File: config.mk
export PLATFORM = sky130hd
export DESIGN_NAME = ram_port_arbiter_flat
export DESIGN_NICKNAME = d
export VERILOG_FILES = /design/src/rtl/ram_port_arbiter_pkg.sv /design/src/rtl/ram_port_arbiter_if.sv /design/src/rtl/ram_port_arbiter_starve_counter.sv /design/src/rtl/ram_port_arbiter.sv /design/src/flat_wrapper.sv
export SDC_FILE = /design/constraint.sdc
export NUM_CORES = 1
export LEC_CHECK = 0
export BUFFER_PORTS_ARGS = -buffer_cell sky130_fd_sc_hd__buf_2
export CORE_UTILIZATION = 40
export CTS_BUF_LIST = sky130_fd_sc_hd__clkbuf_8
export DETAILED_ROUTE_END_ITERATION = 16
export PLACE_DENSITY_LB_ADDON = 0.1
export RECOVER_POWER = 50
export REMOVE_ABC_BUFFERS = 1
export SYNTH_ARGS = -nofsm -noshare
export SYNTH_HDL_FRONTEND = slang
export SYNTH_HIERARCHICAL = 1
export SYNTH_SLANG_ARGS = --single-unit
File: constraint.sdc
create_clock -name clk -period 4.7 [get_ports clk]
set_input_delay 0.94 -clock clk [delete_from_list [all_inputs] [get_ports clk]]
set_output_delay 0.94 -clock clk [all_outputs]
set_load 0.005 [all_outputs]
File: src/rtl/ram_port_arbiter_pkg.sv
// Shared types and constants for the CPU/video data-RAM port arbiter.
package ram_port_arbiter_pkg;

  localparam int AW_DEFAULT = 15;
  localparam int DW_DEFAULT = 32;
  localparam int BE_W       = 4;

  typedef enum logic [2:0] {
    IDLE   = 3'd0,
    CPU_WR = 3'd1,
    CPU_RA = 3'd2,
    CPU_RD = 3'd3,
    VID_RA = 3'd4,
    VID_RD = 3'd5
  } state_t;

endpackage

File: src/rtl/ram_port_arbiter_if.sv
// Bundle of the CPU, video and RAM-side signals around the arbiter.
interface ram_port_arbiter_if
  import ram_port_arbiter_pkg::*;
#(
  parameter int AW = AW_DEFAULT,
  parameter int DW = DW_DEFAULT
);

  logic            cpu_req;
  logic [BE_W-1:0] cpu_we;
  logic [AW-1:0]   cpu_addr;
  logic [DW-1:0]   cpu_wdata;
  logic            cpu_ack;
  logic [DW-1:0]   cpu_rdata;

  logic            vid_req;
  logic [AW-1:0]   vid_addr;
  logic            vid_ack;
  logic [DW-1:0]   vid_rdata;

  logic [AW-1:0]   mem_addr;
  logic [BE_W-1:0] mem_we;
  logic [DW-1:0]   mem_wdata;
  logic [DW-1:0]   mem_rdata;

  logic            busy;

  // Requesters and RAM side
  modport master (
    output cpu_req, cpu_we, cpu_addr, cpu_wdata, vid_req, vid_addr, mem_rdata,
    input  cpu_ack, cpu_rdata, vid_ack, vid_rdata, mem_addr, mem_we, mem_wdata, busy
  );

  // Arbiter side
  modport slave (
    input  cpu_req, cpu_we, cpu_addr, cpu_wdata, vid_req, vid_addr, mem_rdata,
    output cpu_ack, cpu_rdata, vid_ack, vid_rdata, mem_addr, mem_we, mem_wdata, busy
  );

endinterface

File: src/rtl/ram_port_arbiter_starve_counter.sv
// Counts consecutive video wins taken while the CPU was waiting; sat forces a CPU win.
module starve_counter #(
  parameter int MAX = 4
) (
  input  logic clk,
  input  logic rst,
  input  logic inc,
  input  logic clr,
  output logic sat
);

  localparam int CW = (MAX < 1) ? 1 : $clog2(MAX + 1);
  localparam logic [CW-1:0] MAX_C = CW'(MAX);

  logic [CW-1:0] cnt_r;

  // Saturating counter; a clear always takes priority over an increment.
  always_ff @(posedge clk or posedge rst) begin
    if (rst) begin
      cnt_r <= '0;
    end else if (clr) begin
      cnt_r <= '0;
    end else if (inc && (cnt_r != MAX_C)) begin
      cnt_r <= cnt_r + CW'(1);
    end else begin
      cnt_r <= cnt_r;
    end
  end

  assign sat = (cnt_r == MAX_C);

endmodule

File: src/rtl/ram_port_arbiter.sv
// Shares one synchronous-read data RAM between the CPU data port and the VGA text fetch.
// Video wins ties until the CPU has been starved STARVE_MAX times in a row.
module ram_port_arbiter
  import ram_port_arbiter_pkg::*;
#(
  parameter int AW         = AW_DEFAULT,
  parameter int DW         = DW_DEFAULT,
  parameter int STARVE_MAX = 4
) (
  input logic               clk,
  input logic               rst,
  ram_port_arbiter_if.slave bus
);

  state_t          state_r;
  logic            cpu_ack_r;
  logic            vid_ack_r;
  logic            busy_r;
  logic [AW-1:0]   mem_addr_r;
  logic [BE_W-1:0] mem_we_r;
  logic [DW-1:0]   mem_wdata_r;
  logic [DW-1:0]   cpu_rdata_r;
  logic [DW-1:0]   vid_rdata_r;

  logic cpu_win_s;
  logic vid_win_s;
  logic starve_sat_s;
  logic starve_inc_s;
  logic starve_clr_s;

  // Grant decision, only meaningful while IDLE.
  always_comb begin
    cpu_win_s = 1'b0;
    vid_win_s = 1'b0;
    if (state_r == IDLE) begin
      cpu_win_s = bus.cpu_req && (!bus.vid_req || starve_sat_s);
      vid_win_s = bus.vid_req && !cpu_win_s;
    end else begin
      cpu_win_s = 1'b0;
      vid_win_s = 1'b0;
    end
  end

  assign starve_inc_s = vid_win_s && bus.cpu_req;
  assign starve_clr_s = cpu_win_s;

  starve_counter #(.MAX(STARVE_MAX)) u_starve (
    .clk (clk),
    .rst (rst),
    .inc (starve_inc_s),
    .clr (starve_clr_s),
    .sat (starve_sat_s)
  );

  // Transaction FSM; acks are set on entry to their state so they track it exactly.
  always_ff @(posedge clk or posedge rst) begin
    if (rst) begin
      state_r     <= IDLE;
      cpu_ack_r   <= 1'b0;
      vid_ack_r   <= 1'b0;
      busy_r      <= 1'b0;
      mem_addr_r  <= '0;
      mem_we_r    <= '0;
      mem_wdata_r <= '0;
      cpu_rdata_r <= '0;
      vid_rdata_r <= '0;
    end else begin
      cpu_ack_r <= 1'b0;
      vid_ack_r <= 1'b0;
      mem_we_r  <= '0;
      case (state_r)
        IDLE: begin
          if (cpu_win_s) begin
            mem_addr_r <= bus.cpu_addr;
            busy_r     <= 1'b1;
            if (|bus.cpu_we) begin
              mem_we_r    <= bus.cpu_we;
              mem_wdata_r <= bus.cpu_wdata;
              cpu_ack_r   <= 1'b1;
              state_r     <= CPU_WR;
            end else begin
              state_r <= CPU_RA;
            end
          end else if (vid_win_s) begin
            mem_addr_r <= bus.vid_addr;
            busy_r     <= 1'b1;
            state_r    <= VID_RA;
          end else begin
            busy_r  <= 1'b0;
            state_r <= IDLE;
          end
        end
        CPU_WR: begin
          busy_r  <= 1'b0;
          state_r <= IDLE;
        end
        CPU_RA: begin
          cpu_ack_r <= 1'b1;
          state_r   <= CPU_RD;
        end
        CPU_RD: begin
          cpu_rdata_r <= bus.mem_rdata;
          busy_r      <= 1'b0;
          state_r     <= IDLE;
        end
        VID_RA: begin
          vid_ack_r <= 1'b1;
          state_r   <= VID_RD;
        end
        VID_RD: begin
          vid_rdata_r <= bus.mem_rdata;
          busy_r      <= 1'b0;
          state_r     <= IDLE;
        end
        default: begin
          busy_r  <= 1'b0;
          state_r <= IDLE;
        end
      endcase
    end
  end

  // RAM data only arrives in the ack cycle, so it is passed through then and held after.
  assign bus.cpu_rdata = cpu_ack_r ? bus.mem_rdata : cpu_rdata_r;
  assign bus.vid_rdata = vid_ack_r ? bus.mem_rdata : vid_rdata_r;
  assign bus.cpu_ack   = cpu_ack_r;
  assign bus.vid_ack   = vid_ack_r;
  assign bus.busy      = busy_r;
  assign bus.mem_addr  = mem_addr_r;
  assign bus.mem_we    = mem_we_r;
  assign bus.mem_wdata = mem_wdata_r;

endmodule

File: src/flat_wrapper.sv
// flat-port wrapper written by rule: the top's interface ports become plain ports
module ram_port_arbiter_flat import ram_port_arbiter_pkg::*;
#(
  parameter int AW         = AW_DEFAULT,
  parameter int DW         = DW_DEFAULT,
  parameter int STARVE_MAX = 4
)
  (clk, rst, bus_cpu_req, bus_cpu_we, bus_cpu_addr, bus_cpu_wdata, bus_vid_req, bus_vid_addr, bus_mem_rdata, bus_cpu_ack, bus_cpu_rdata, bus_vid_ack, bus_vid_rdata, bus_mem_addr, bus_mem_we, bus_mem_wdata, bus_busy);
  ram_port_arbiter_if #(.AW(AW), .DW(DW)) bus_i ();
  input logic clk;
  input logic rst;
  input wire logic [$bits(bus_i.cpu_req)-1:0] bus_cpu_req;
  input wire logic [$bits(bus_i.cpu_we)-1:0] bus_cpu_we;
  input wire logic [$bits(bus_i.cpu_addr)-1:0] bus_cpu_addr;
  input wire logic [$bits(bus_i.cpu_wdata)-1:0] bus_cpu_wdata;
  input wire logic [$bits(bus_i.vid_req)-1:0] bus_vid_req;
  input wire logic [$bits(bus_i.vid_addr)-1:0] bus_vid_addr;
  input wire logic [$bits(bus_i.mem_rdata)-1:0] bus_mem_rdata;
  output wire logic [$bits(bus_i.cpu_ack)-1:0] bus_cpu_ack;
  output wire logic [$bits(bus_i.cpu_rdata)-1:0] bus_cpu_rdata;
  output wire logic [$bits(bus_i.vid_ack)-1:0] bus_vid_ack;
  output wire logic [$bits(bus_i.vid_rdata)-1:0] bus_vid_rdata;
  output wire logic [$bits(bus_i.mem_addr)-1:0] bus_mem_addr;
  output wire logic [$bits(bus_i.mem_we)-1:0] bus_mem_we;
  output wire logic [$bits(bus_i.mem_wdata)-1:0] bus_mem_wdata;
  output wire logic [$bits(bus_i.busy)-1:0] bus_busy;
  assign bus_i.cpu_req = bus_cpu_req;
  assign bus_i.cpu_we = bus_cpu_we;
  assign bus_i.cpu_addr = bus_cpu_addr;
  assign bus_i.cpu_wdata = bus_cpu_wdata;
  assign bus_i.vid_req = bus_vid_req;
  assign bus_i.vid_addr = bus_vid_addr;
  assign bus_i.mem_rdata = bus_mem_rdata;
  assign bus_cpu_ack = bus_i.cpu_ack;
  assign bus_cpu_rdata = bus_i.cpu_rdata;
  assign bus_vid_ack = bus_i.vid_ack;
  assign bus_vid_rdata = bus_i.vid_rdata;
  assign bus_mem_addr = bus_i.mem_addr;
  assign bus_mem_we = bus_i.mem_we;
  assign bus_mem_wdata = bus_i.mem_wdata;
  assign bus_busy = bus_i.busy;
  ram_port_arbiter #(.AW(AW), .DW(DW), .STARVE_MAX(STARVE_MAX)) u_core (.clk(clk), .rst(rst), .bus(bus_i));
endmodule
# After elaboration in Yosys (flattened, before gate mapping)
# Cells that the tools add are included.
[classes] n_bitwise=0 n_eq_ne=6 n_lt_le_gt_ge=0 muxes=22 mul=0 div=0 add_sub_neg=1 n_reduce_logical=14 shift=0
[ops] op="$mux 32" count=2
[ops] op="$mux 15" count=2
[ops] op="$mux 3" count=4
[ops] op="$mux 4" count=3
[ops] op="$eq 3x3->1 const B" count=3
[ops] op="$pmux 3 s3" count=1
[ops] op="$mux 1" count=7
[ops] op="$eq 3x2->1 const B" count=2
[ops] op="$logic_and 1x1->1" count=4
[ops] op="$pmux 1 s2" count=2
[ops] op="$reduce_bool 2->1" count=2
[ops] op="$reduce_or 4->1" count=1
[ops] op="$add 3x1->3 const B" count=1
[ops] op="$logic_not 3->1" count=1
[ops] op="$ne 3x3->1 const B" count=1
[ops] op="$reduce_and 3->1" count=1
[ops] op="$logic_not 1->1" count=2
[ops] op="$mux 2" count=1
[ops] op="$reduce_and 2->1" count=1
[ops] op="$reduce_or 2->1" count=1
[ops] op="$logic_or 1x1->1" count=1
[totals] word_cells=53 mem_count=0 reg_bits=124 mem_bits_rw=0 romBits=0 latchBits=0

# Logic depth before layout (Yosys ltp)
# Gate-level depths: netlist of the first run.
[logic_depth] depth_word=10 mapped_depth=9

# By module
# Netlist of the first run, hierarchy kept.
[modules_own_cells] mod="ram_port_arbiter" cells_each=404 n_inst=1 area_each_um2=5497.8
[modules_own_cells] mod="starve_counter" cells_each=19 n_inst=1 area_each_um2=196.4

# Worst setup path after synthesis of the first run
# Ideal clock, no wire load.
[synth_path] path_type="input to register" startpoint="input port bus_cpu_req" endpoint="register u_core.mem_wdata_r[10], in the netlist u_core/bus.mem_wdata[10]" arrival_time_ns=2.341 stages=5 required_ns=4.575 slack_ns=2.234 cell_sequence="or4b_1 > buf_2 > nor3_4 > buf_6 > mux2_2"
[synth_via] elab_chain_cells=3
[synth_lines] element="start, declared" line_no="flat_wrapper.sv:12" text="input wire logic [$bits(bus_i.cpu_req)-1:0] bus_cpu_req;"
[synth_lines] element="$logic_and 1x1->1" line_no="ram_port_arbiter.sv:36" text="cpu_win_s = bus.cpu_req && (!bus.vid_req || starve_sat_s);"
[synth_lines] element="$mux 1" line_no="ram_port_arbiter.sv:35" text="if (state_r == IDLE) begin"
[synth_lines] element="$reduce_and 3->1 (no source line)"
[synth_lines] element="end signal, assigned" line_no="ram_port_arbiter.sv:78" text="mem_wdata_r <= bus.cpu_wdata;"
[synth_lines] element="end, declared" line_no="ram_port_arbiter.sv:21" text="logic [DW-1:0] mem_wdata_r;"
# No other way between the ends.
# A chain may end at the register's enable or synchronous reset.

==> results of run 1 <==
[layout make-up]
cell class / instances / area share
flip-flops and latches: 124 / 0.424
multi-input cells: 262 / 0.332
repair buffers: 228 / 0.158
clock buffers: 19 / 0.0358
well taps: 180 / 0.0308
clock inverters: 11 / 0.0176
inverters: 4 / 0.00222
[placed cells by master, fill, tap and decap left out]
cell type,Yosys,layout
sky130_fd_sc_hd__a21boi_2,1,1
sky130_fd_sc_hd__a21o_1,1,1
sky130_fd_sc_hd__a21oi_1,19,19
sky130_fd_sc_hd__a31oi_1,15,15
sky130_fd_sc_hd__and2_0,0,1
sky130_fd_sc_hd__and2_1,2,1
sky130_fd_sc_hd__and3_1,4,4
sky130_fd_sc_hd__and4b_1,1,1
sky130_fd_sc_hd__buf_2,2,218
sky130_fd_sc_hd__buf_4,0,6
sky130_fd_sc_hd__bufinv_16,0,3
sky130_fd_sc_hd__clkbuf_1,19,3
sky130_fd_sc_hd__clkbuf_2,0,1
sky130_fd_sc_hd__clkbuf_8,0,19
sky130_fd_sc_hd__clkinv_2,0,4
sky130_fd_sc_hd__clkinvlp_2,0,1
sky130_fd_sc_hd__clkinvlp_4,0,1
sky130_fd_sc_hd__dfrtp_1,124,124
sky130_fd_sc_hd__ha_1,2,2
sky130_fd_sc_hd__inv_1,4,6
sky130_fd_sc_hd__mux2_1,2,2
sky130_fd_sc_hd__mux2_2,158,158
sky130_fd_sc_hd__mux2_4,1,1
sky130_fd_sc_hd__mux2i_1,1,1
sky130_fd_sc_hd__nand2_1,1,1
sky130_fd_sc_hd__nand2b_1,5,5
sky130_fd_sc_hd__nand3_1,16,16
sky130_fd_sc_hd__nand3b_1,2,2
sky130_fd_sc_hd__nor2_1,3,3
sky130_fd_sc_hd__nor2b_1,2,2
sky130_fd_sc_hd__nor3_1,3,3
sky130_fd_sc_hd__nor3_4,1,1
sky130_fd_sc_hd__nor3b_1,1,1
sky130_fd_sc_hd__nor4_1,1,1
sky130_fd_sc_hd__nor4b_2,0,1
sky130_fd_sc_hd__o21ai_0,15,15
sky130_fd_sc_hd__o21bai_1,1,1
sky130_fd_sc_hd__or2_2,2,2
sky130_fd_sc_hd__or4b_1,1,1
[worst max-delay path, delay by kind of cell]
| kind | cells | cell delay [ns] |
|---|---|---|
| buf+inv | 3 | 2.51 |
[metal layers]
metal / global-route usage / vias to the layer above / share of wire
li1: - / 1952 / -
met2: 0.313 / 185 / 0.48
met3: 0.0799 / 17 / 0.090
met4: 0.0725 / 0 / 0.014
met1: 0.227 / 2056 / 0.42
met5: 0 / - / 0
[logic make-up (layout without fill, tap and decap cells)]
| logic type | count (synthesis) | after routing | share of synthesized area |
|---|---|---|---|
| AO/OA/AOI/OAI | 52 | 52 | 0.0510 |
| adder cells (fa/ha/maj) | 2 | 2 | 0.00439 |
| multiplexers | 162 | 162 | 0.321 |
| buffers and inverters | 37 | 262 | 0.0301 |
| AND/OR/NAND/NOR | 46 | 46 | 0.0488 |
| flip-flops | 124 | 124 | 0.545 |
[worst max-delay path by stage]
stage	end	start	slack [ns]
6_report	u_core/cpu_rdata_r[30]	rst	1.69
2_1_floorplan	u_core/bus.busy	rst	0.55
4_1_cts	bus_vid_rdata[11]	u_core/bus.vid_ack	1.63
5_1_grt	u_core/vid_rdata_r[20]	rst	1.10
3_5_place_dp	u_core/bus.mem_wdata[16]	bus_cpu_req	1.73
3_3_place_gp	u_core/bus.mem_wdata[14]	bus_cpu_req	1.76
[power breakdown]
group	internal (mW)	switching, mW
logic	1.01	0.730
clock network	0.536	0.398
registers	1.52	0.262
total	3.07	1.39
[flip-flops by register name (all words and copies together), names as in the netlist]
| register | cells |
|---|---|
| u_core/bus.busy | 1 |
| u_core/bus.cpu_ack | 1 |
| u_core/bus.mem_addr | 15 |
| u_core/bus.mem_wdata | 32 |
| u_core/bus.mem_we | 4 |
| u_core/bus.vid_ack | 1 |
| u_core/cpu_rdata_r | 32 |
| u_core/state_r | 3 |
| u_core/u_starve/cnt_r | 3 |
| u_core/vid_rdata_r | 32 |
==> metrics.log, run 1 <==
[metrics] count of routing violations after the opening detailed-route iteration: 229
[metrics] synthesized cell area: 5690 um2
[metrics] number of H-tree branching levels: 4
[metrics] Crit-path slowest cell: sky130_fd_sc_hd__clkinvlp_2
[metrics] buffer depth of the longest clock path: 2
[metrics] reg-to-reg critical path startpoint: u_core/state_r[1]
[metrics] headroom to the max-slew limit: -0.814
[metrics] number of warnings issued by yosys: 6
[metrics] Crit path arrival time: roughly 3.5 ns
[metrics] smallest setup slack after layout: 1.69 ns
[metrics] antenna cells: 0
[metrics] CP Max Fanout: 60
[metrics] Post-Route Utilization: 0.527
[metrics] Multi-input gate area: roughly 2400 um2
[metrics] delay contributed by the slowest stage of the critical path: ~1.5 ns
[metrics] Chip Height: 121 um
[metrics] part of the cycle the worst path needs: 0.641
[metrics] flip-flop and latch count after synthesis: 124
[metrics] placeable core area: about 14000 um2
[metrics] area enclosed by the die boundary: 14700 um2
[metrics] hold bufs inserted after CTS: 0
[metrics] Avg Inst Size Synth: 13.5 um2
[metrics] most frequent cell after synthesis: sky130_fd_sc_hd__mux2_2
[metrics] drt pass-1 iters: 4
[metrics] gp weighted congestion: 0.803
[metrics] standard-cell row count: 43
[metrics] power consumption: 4.46 mW
[metrics] Cell Pwr Density: 610 nW/um2
[metrics] fin cells: ~830
[metrics] setup slack, reg-to-reg: 1.97 ns
[metrics] depth of the most critical reg-to-reg path: 3
[metrics] count of clock tree sinks: 124
[metrics] setup TNS: 0 ns
[metrics] leading post-synthesis cells by cell area: sky130_fd_sc_hd__dfrtp_1 (54%), sky130_fd_sc_hd__mux2_2 (31%), sky130_fd_sc_hd__a21oi_1 (1.7%), sky130_fd_sc_hd__a31oi_1 (1.6%), sky130_fd_sc_hd__nand3_1 (1.4%)
[metrics] post-synth cell types: 33
[metrics] number of global-route vias before repair: 4224
[metrics] minimum setup slack after placement: roughly 1.7 ns
[metrics] Startpoint Class: input pin
[metrics] CP Cell Sequence: clkbuf_1 -> clkinvlp_2 -> clkbuf_2
[metrics] post-route antenna net violation count: 0
[metrics] routed via count: 4210
[metrics] leakage power: between 3 and 4 nW
[metrics] number of antenna violations at the first check in global routing: 0
[metrics] Total Routing Usage GR: 0.193
[metrics] peak supply drop: between 0.0002 and 0.00025 V
[metrics] smallest hold slack: between 0.3 and 0.4 ns
[metrics] Post-Route WL: between 10000 and 15000 um
[metrics] CTS tree: done
[metrics] placed inst area: between 6000 and 7000 um2
[metrics] routed via count divided by cell count: 5.08
[metrics] setup fix buffers added after clock tree synthesis: 0
[metrics] clock-pin slew on the worst setup and hold paths: 0.07 ns
[metrics] share of the synthesized area in the top cell type: 0.545
[metrics] number of nets in the finished design: around 740
[metrics] min Tclk post-route: 3.01 ns
[metrics] path type of the worst min-delay path: in -> async
[metrics] leading cell types by count after synthesis: sky130_fd_sc_hd__mux2_2 (158), sky130_fd_sc_hd__dfrtp_1 (124), sky130_fd_sc_hd__a21oi_1 (19), sky130_fd_sc_hd__clkbuf_1 (19), sky130_fd_sc_hd__nand3_1 (16)
[metrics] total area of sequential cells: 3100 um2
[metrics] synth-to-layout area growth: 28.4%
[metrics] master cell of the clock root buffer: sky130_fd_sc_hd__clkbuf_8
[metrics] ratio of cells with drive above 1 in the final layout: 0.644
[metrics] status: complete, but fails checks
[metrics] Critical Path Sink Type: async pin
[metrics] design area: 7310 um2
[metrics] RR Endpoint: u_core/vid_rdata_r[23]
[metrics] number of cells after detailed placement: about 800
[metrics] Initial Util: 0.410
[metrics] number of hold violations in the final report: 0
[metrics] Clock Latency Late Sink: 0.44 ns
[metrics] Final HPWL DP: a little over 9000 um
[metrics] Max-cap violations: 3
[metrics] number of flops mapped to enable cells by yosys: 0
[metrics] number of setup violations in the final report: 0
[metrics] data required time at the worst endpoint: between 5 and 6 ns
[metrics] fmax: 332 MHz
[metrics] RSZ-0062 raised after global routing: false
[metrics] share of the yosys chip area belonging to registers: 0.545
[metrics] actual slew at the worst max-slew pin: 2.71 ns
[metrics] DRC violation count after routing: 0
[metrics] fill cell count: approximately 1.2k
[metrics] post-synthesis async set-or-reset flop share: 1.00
[metrics] Post-Synthesis Cells: 423
[metrics] top_reg_cell synth: sky130_fd_sc_hd__dfrtp_1
[metrics] global-route wire length before repair: 21400 um
[metrics] final count of pins violating max slew: between 100 and 150
[metrics] violations in the final reports: capacitance limit, slew limit
[metrics] Boundary Pins: 220
[metrics] number of gates resized after CTS: 0
[metrics] worst clock skew: 0.0106 ns
[metrics] cell accounting for the most synthesized area: sky130_fd_sc_hd__dfrtp_1
[metrics] critical path type: in -> async
[metrics] Chip Width: 121 um
[metrics] Port Buffer Count: around 220
[metrics] routed len/inst: 16.6 um
[metrics] maximum number of pins on one net before global-route repair: between 60 and 70
[metrics] total CTS buffers: 17
[metrics] leftover overflow at the end of global routing: 0
No activity file was read; power rests on OpenSTA's default activity.
==> inputs of run 2 (changes only) <==
==> constraint.sdc (replaced) <==
create_clock -name clk -period 2.46 [get_ports clk]
set_input_delay 0.492 -clock clk [delete_from_list [all_inputs] [get_ports clk]]
set_output_delay 0.492 -clock clk [all_outputs]
set_load 0.005 [all_outputs]
==> metrics.log, run 2 (same netlist as run 1, synthesis figures left out) <==
[metrics] antenna cells: 0
[metrics] status: completed
[metrics] count of clock tree sinks: 124
[metrics] drt pass-1 iters: 4
[metrics] number of setup violations in the final report: 0
[metrics] actual slew at the worst max-slew pin: 0.954 ns
[metrics] Crit path arrival time: 1.71 ns
[metrics] setup TNS: 0 ns
[metrics] synth-to-layout area growth: 29.4%
[metrics] DRC violation count after routing: 0
[metrics] peak supply drop: 0.000541 V
[metrics] post-route antenna net violation count: 0
[metrics] routed via count: 4255
[metrics] critical path type: reg -> out
[metrics] Critical Path Sink Type: output port
[metrics] number of antenna violations at the first check in global routing: 0
[metrics] number of hold violations in the final report: 0
[metrics] number of H-tree branching levels: 4
[metrics] most frequent standard cell in the layout excluding fill and tap cells: sky130_fd_sc_hd__buf_2
[metrics] most frequent cells in the layout: sky130_fd_sc_hd__buf_2 (187), sky130_fd_sc_hd__mux2_2 (158), sky130_fd_sc_hd__dfrtp_1 (124), sky130_fd_sc_hd__clkbuf_1 (37)
[metrics] Boundary Pins: 220
[metrics] data required time at the worst endpoint: 1.97 ns
[metrics] min Tclk post-route: 2.20 ns
[metrics] design area: 7370 um2
[metrics] RSZ-0062 raised after global routing: false
[metrics] worst clock skew: 0.00942 ns
[metrics] smallest hold slack: 0.281 ns
[metrics] Final HPWL DP: 9340 um
[metrics] clock-pin slew on the worst setup and hold paths: 0.07 ns
[metrics] placeable core area: ~14000 um2
[metrics] Chip Width: 121 um
[metrics] fin cells: 842
[metrics] leftover overflow at the end of global routing: 0
[metrics] Port Buffer Count: between 200 and 250
[metrics] maximum number of pins on one net before global-route repair: 47
[metrics] total CTS buffers: 17
[metrics] setup fix buffers added after clock tree synthesis: 0
[metrics] fmax: 455 MHz
[metrics] number of gates resized after CTS: 0
[metrics] leakage power: 3.39 nW
[metrics] Total Routing Usage GR: 0.190
[metrics] minimum setup slack after placement: 0.208 ns
[metrics] power consumption: 8.51 mW
[metrics] Cell Pwr Density: 1150 nW/um2
[metrics] Initial Util: 0.410
[metrics] Max-cap violations: 0
[metrics] Chip Height: 121 um
[metrics] global-route wire length before repair: 21200 um
[metrics] number of cells after detailed placement: 809
[metrics] CTS tree: done
[metrics] placed inst area: about 7000 um2
[metrics] part of the cycle the worst path needs: 0.894
[metrics] CP Max Fanout: 33
[metrics] gp weighted congestion: ~0.8
[metrics] buffer depth of the longest clock path: 2
[metrics] number of global-route vias before repair: between 4k and 5k
[metrics] headroom to the max-slew limit: 0.363
[metrics] count of routing violations after the opening detailed-route iteration: 181
[metrics] final count of pins violating max slew: 0
[metrics] fill cell count: about 1.3k
[metrics] path type of the worst min-delay path: in -> reg
[metrics] standard-cell row count: between 40 and 50
[metrics] master cell of the clock root buffer: sky130_fd_sc_hd__clkbuf_8
[metrics] ratio of cells with drive above 1 in the final layout: 0.595
[metrics] Post-Route WL: 13600 um
[metrics] Clock Latency Late Sink: 0.43 ns
[metrics] smallest setup slack after layout: 0.260 ns
[metrics] number of nets in the finished design: 753
[metrics] Post-Route Utilization: 0.531
[metrics] Startpoint Class: register
[metrics] area enclosed by the die boundary: 14700 um2
[metrics] routed via count divided by cell count: 5.05
[metrics] routed len/inst: 16.2 um
[metrics] hold bufs inserted after CTS: 1
[run 2: changes by cell type in the layout (fill, tap and decap cells not counted)]
cell | before | now
sky130_fd_sc_hd__inv_1 | 6 | 8
sky130_fd_sc_hd__clkbuf_4 | 0 | 1
sky130_fd_sc_hd__clkbuf_1 | 3 | 37
sky130_fd_sc_hd__inv_2 | 0 | 1
sky130_fd_sc_hd__buf_4 | 6 | 11
sky130_fd_sc_hd__clkinv_2 | 4 | 5
sky130_fd_sc_hd__buf_12 | 0 | 1
sky130_fd_sc_hd__clkinvlp_2 | 1 | 0
sky130_fd_sc_hd__clkbuf_2 | 1 | 2
sky130_fd_sc_hd__buf_2 | 218 | 187
sky130_fd_sc_hd__clkinvlp_4 | 1 | 0
sky130_fd_sc_hd__dlygate4sd3_1 | 0 | 1
[run 2: report_power, final]
group          switching, mW  leakage, nW  total (mW)  internal (mW)
clock network          0.762        0.225        1.79           1.03
registers              0.428         1.46        3.34           2.91
logic                   1.47         1.70        3.38           1.91
[run 2: layout make-up]
| class | instances | area [um2] | share of cell area |
|---|---|---|---|
| flip-flops and latches | 124 | 3100 | 0.421 |
| multi-input cells | 262 | 2430 | 0.329 |
| repair buffers | 240 | 1200 | 0.163 |
| clock buffers | 19 | 262 | 0.0355 |
| well taps | 180 | 225 | 0.0306 |
| clock inverters | 13 | 134 | 0.0182 |
| inverters | 4 | 15.0 | 0.00204 |
[run 2: metal layers]
metal | GRT usage | wire [um]
met4 | 0.0772 | 211
met1 | 0.231 | 5700
met2 | 0.304 | 6580
met5 | 0 | 0
met3 | 0.0691 | 1150
[run 2: critical path, stage by stage (launching register included)]
cell and delay, ns:
sky130_fd_sc_hd__dfrtp_1 0.32, sky130_fd_sc_hd__buf_4 0.42, sky130_fd_sc_hd__mux2_2 0.40, sky130_fd_sc_hd__buf_2 0.14
[run 2: path summary, 6_finish.rpt]
check | startpoint | endpoint | slack (ns) | depth (start not counted)
setup / recovery | u_core/bus.cpu_ack | bus_cpu_rdata[30] | 0.26 | 3
hold / removal | bus_cpu_wdata[0] | u_core/bus.mem_wdata[0] | 0.28 | 2
setup reg to reg | u_core/u_starve/cnt_r[0] | u_core/bus.mem_addr[3] | 0.30 | 7
hold reg to reg | u_core/bus.mem_wdata[0] | u_core/bus.mem_wdata[0] | 0.49 | 1
max in group asynchronous | rst | u_core/bus.mem_addr[6] | 0.46 | 4
min in group asynchronous | rst | u_core/u_starve/cnt_r[1] | 0.49 | 3
==> inputs of run 3 (changes only) <==
--- a/config.mk
+++ b/config.mk
@@ -6,6 +6,7 @@
 export NUM_CORES = 1
 export LEC_CHECK = 0
 export BUFFER_PORTS_ARGS = -buffer_cell sky130_fd_sc_hd__buf_2
+export CORE_ASPECT_RATIO = 1.1
 export CORE_UTILIZATION = 40
 export CTS_BUF_LIST = sky130_fd_sc_hd__clkbuf_8
 export DETAILED_ROUTE_END_ITERATION = 16
==> metrics.log, run 3 (same netlist as run 1, synthesis figures left out) <==
[metrics] master cell of the clock root buffer: sky130_fd_sc_hd__clkbuf_8
[metrics] headroom to the max-slew limit: 0.281
[metrics] global-route wire length before repair: 22100 um
[metrics] leftover overflow at the end of global routing: 0
[metrics] placeable core area: 13900 um2
[metrics] peak supply drop: 0.000605 V
[metrics] Startpoint Class: register
[metrics] CTS tree: done
[metrics] gp weighted congestion: 0.748
[metrics] fmax: ~460 MHz
[metrics] number of setup violations in the final report: 0
[metrics] number of gates resized after CTS: 0
[metrics] fin cells: 840
[metrics] Post-Route WL: roughly 14000 um
[metrics] antenna cells: 0
[metrics] most frequent standard cell in the layout excluding fill and tap cells: sky130_fd_sc_hd__buf_2
[metrics] Chip Height: 127 um
[metrics] Initial Util: 0.411
[metrics] crit path launch: u_core/state_r[1]
[metrics] area enclosed by the die boundary: 14700 um2
[metrics] count of routing violations after the opening detailed-route iteration: 164
[metrics] Crit path arrival time: around 2.5 ns
[metrics] smallest setup slack after layout: 0.268 ns
[metrics] Cell Pwr Density: 1120 nW/um2
[metrics] maximum number of pins on one net before global-route repair: 69
[metrics] number of cells after detailed placement: 812
[metrics] CP Max Fanout: 17
[metrics] total area of sequential cells: roughly 3100 um2
[metrics] status: completed
[metrics] routed via count: 4246
[metrics] number of hold violations in the final report: 0
[metrics] routed len/inst: 16.3 um
[metrics] hold wc startpoint: bus_cpu_wdata[4]
[metrics] Total Routing Usage GR: 0.196
[metrics] min Tclk post-route: 2.19 ns
[metrics] routed via count divided by cell count: 5.05
[metrics] number of H-tree branching levels: 4
[metrics] final count of pins violating max slew: 0
[metrics] Post-Route Utilization: 0.524
[metrics] setup fix buffers added after clock tree synthesis: 0
[metrics] fill cell count: ~1.3k
[metrics] total CTS buffers: 17
[metrics] ratio of cells with drive above 1 in the final layout: 0.592
[metrics] synth-to-layout area growth: 27.4%
[metrics] clock-pin slew on the worst setup and hold paths: about 0.07 ns
[metrics] drt pass-1 iters: 4
[metrics] Clock Latency Late Sink: 0.43 ns
[metrics] part of the cycle the worst path needs: 0.891
[metrics] Final HPWL DP: 9360 um
[metrics] leakage power: around 3.3 nW
[metrics] power consumption: 8.12 mW
[metrics] Max-cap violations: 0
[metrics] Multi-input gate area: 2430 um2
[metrics] DRC violation count after routing: 0
[metrics] minimum setup slack after placement: 0.230 ns
[metrics] path type of the worst min-delay path: in -> reg
[metrics] Chip Width: 116 um
[metrics] data required time at the worst endpoint: 2.77 ns
[metrics] RSZ-0062 raised after global routing: false
[metrics] critical path type: reg -> reg
[metrics] setup TNS: 0 ns
[metrics] Port Buffer Count: between 200 and 250
[metrics] worst clock skew: just over 0.007 ns
[metrics] reg-to-reg critical path startpoint: u_core/state_r[1]
[metrics] setup slack, reg-to-reg: 0.27 ns
[metrics] number of nets in the finished design: 748
[metrics] number of global-route vias before repair: approximately 4.4k
[metrics] count of clock tree sinks: 124
[metrics] Boundary Pins: 220
[metrics] actual slew at the worst max-slew pin: about 1.1 ns
[metrics] Critical Path Sink Type: register
[metrics] post-route antenna net violation count: 0
[metrics] buffer depth of the longest clock path: 2
[metrics] number of antenna violations at the first check in global routing: 0
[metrics] most frequent cells in the layout: sky130_fd_sc_hd__buf_2 (184), sky130_fd_sc_hd__mux2_2 (158), sky130_fd_sc_hd__dfrtp_1 (124), sky130_fd_sc_hd__clkbuf_1 (35)
[metrics] standard-cell row count: 45
## run 3: power by group
part	leakage [nW]	internal, mW	switching, mW
Clock	0.174	0.697	0.717
Sequential	1.46	2.91	0.445
Combinational	1.68	1.89	1.47
## run 3: timing repair
action,CTS,global route
setup endpoints to repair,0,0
endpoints found under the hold margin,12,0
hold buffers,1,0
## run 3: final timing paths
kind / end / cells after the start
min in group asynchronous: u_core/u_starve/cnt_r[0] / 3
worst min register to register: u_core/bus.mem_wdata[0] / 1
max in group asynchronous: u_core/vid_rdata_r[24] / 4
worst min-delay path: u_core/bus.mem_wdata[4] / 2
worst max register to register: u_core/u_starve/cnt_r[0] / 5
worst max-delay path: u_core/u_starve/cnt_r[0] / 5
## run 3: area by class of cell
class,count,area share
Sequential cell,124,0.428
Tap cell,188,0.0324
Timing Repair Buffer,235,0.162
Multi-Input combinational cell,262,0.334
Clock buffer,19,0.0360
Inverter,4,0.00224
Clock inverter,8,0.00483
## run 3: per-layer routing
layer	wire [um]	global-route usage	part of all wire
met2	6580	0.316	0.48
met5	0	0	0
met3	1150	0.0731	0.084
met1	5750	0.236	0.42
met4	220	0.0792	0.016
## run 3: metrics by stage
step           hold WS [ns]  area [um2]
4_1_cts               0.249        7330
6_report              0.285        7260
3_5_place_dp          0.402        7030
3_3_place_gp          0.396        7030
2_1_floorplan         0.246        5540
5_1_grt               0.255        7260
## run 3: worst max-delay path: stages, from the launching register on
cell and delay, ns:
sky130_fd_sc_hd__dfrtp_1 0.48, sky130_fd_sc_hd__or4b_1 0.63, sky130_fd_sc_hd__buf_4 0.23, sky130_fd_sc_hd__nor2_1 0.17
sky130_fd_sc_hd__a21boi_2 0.26, sky130_fd_sc_hd__mux2_4 0.32
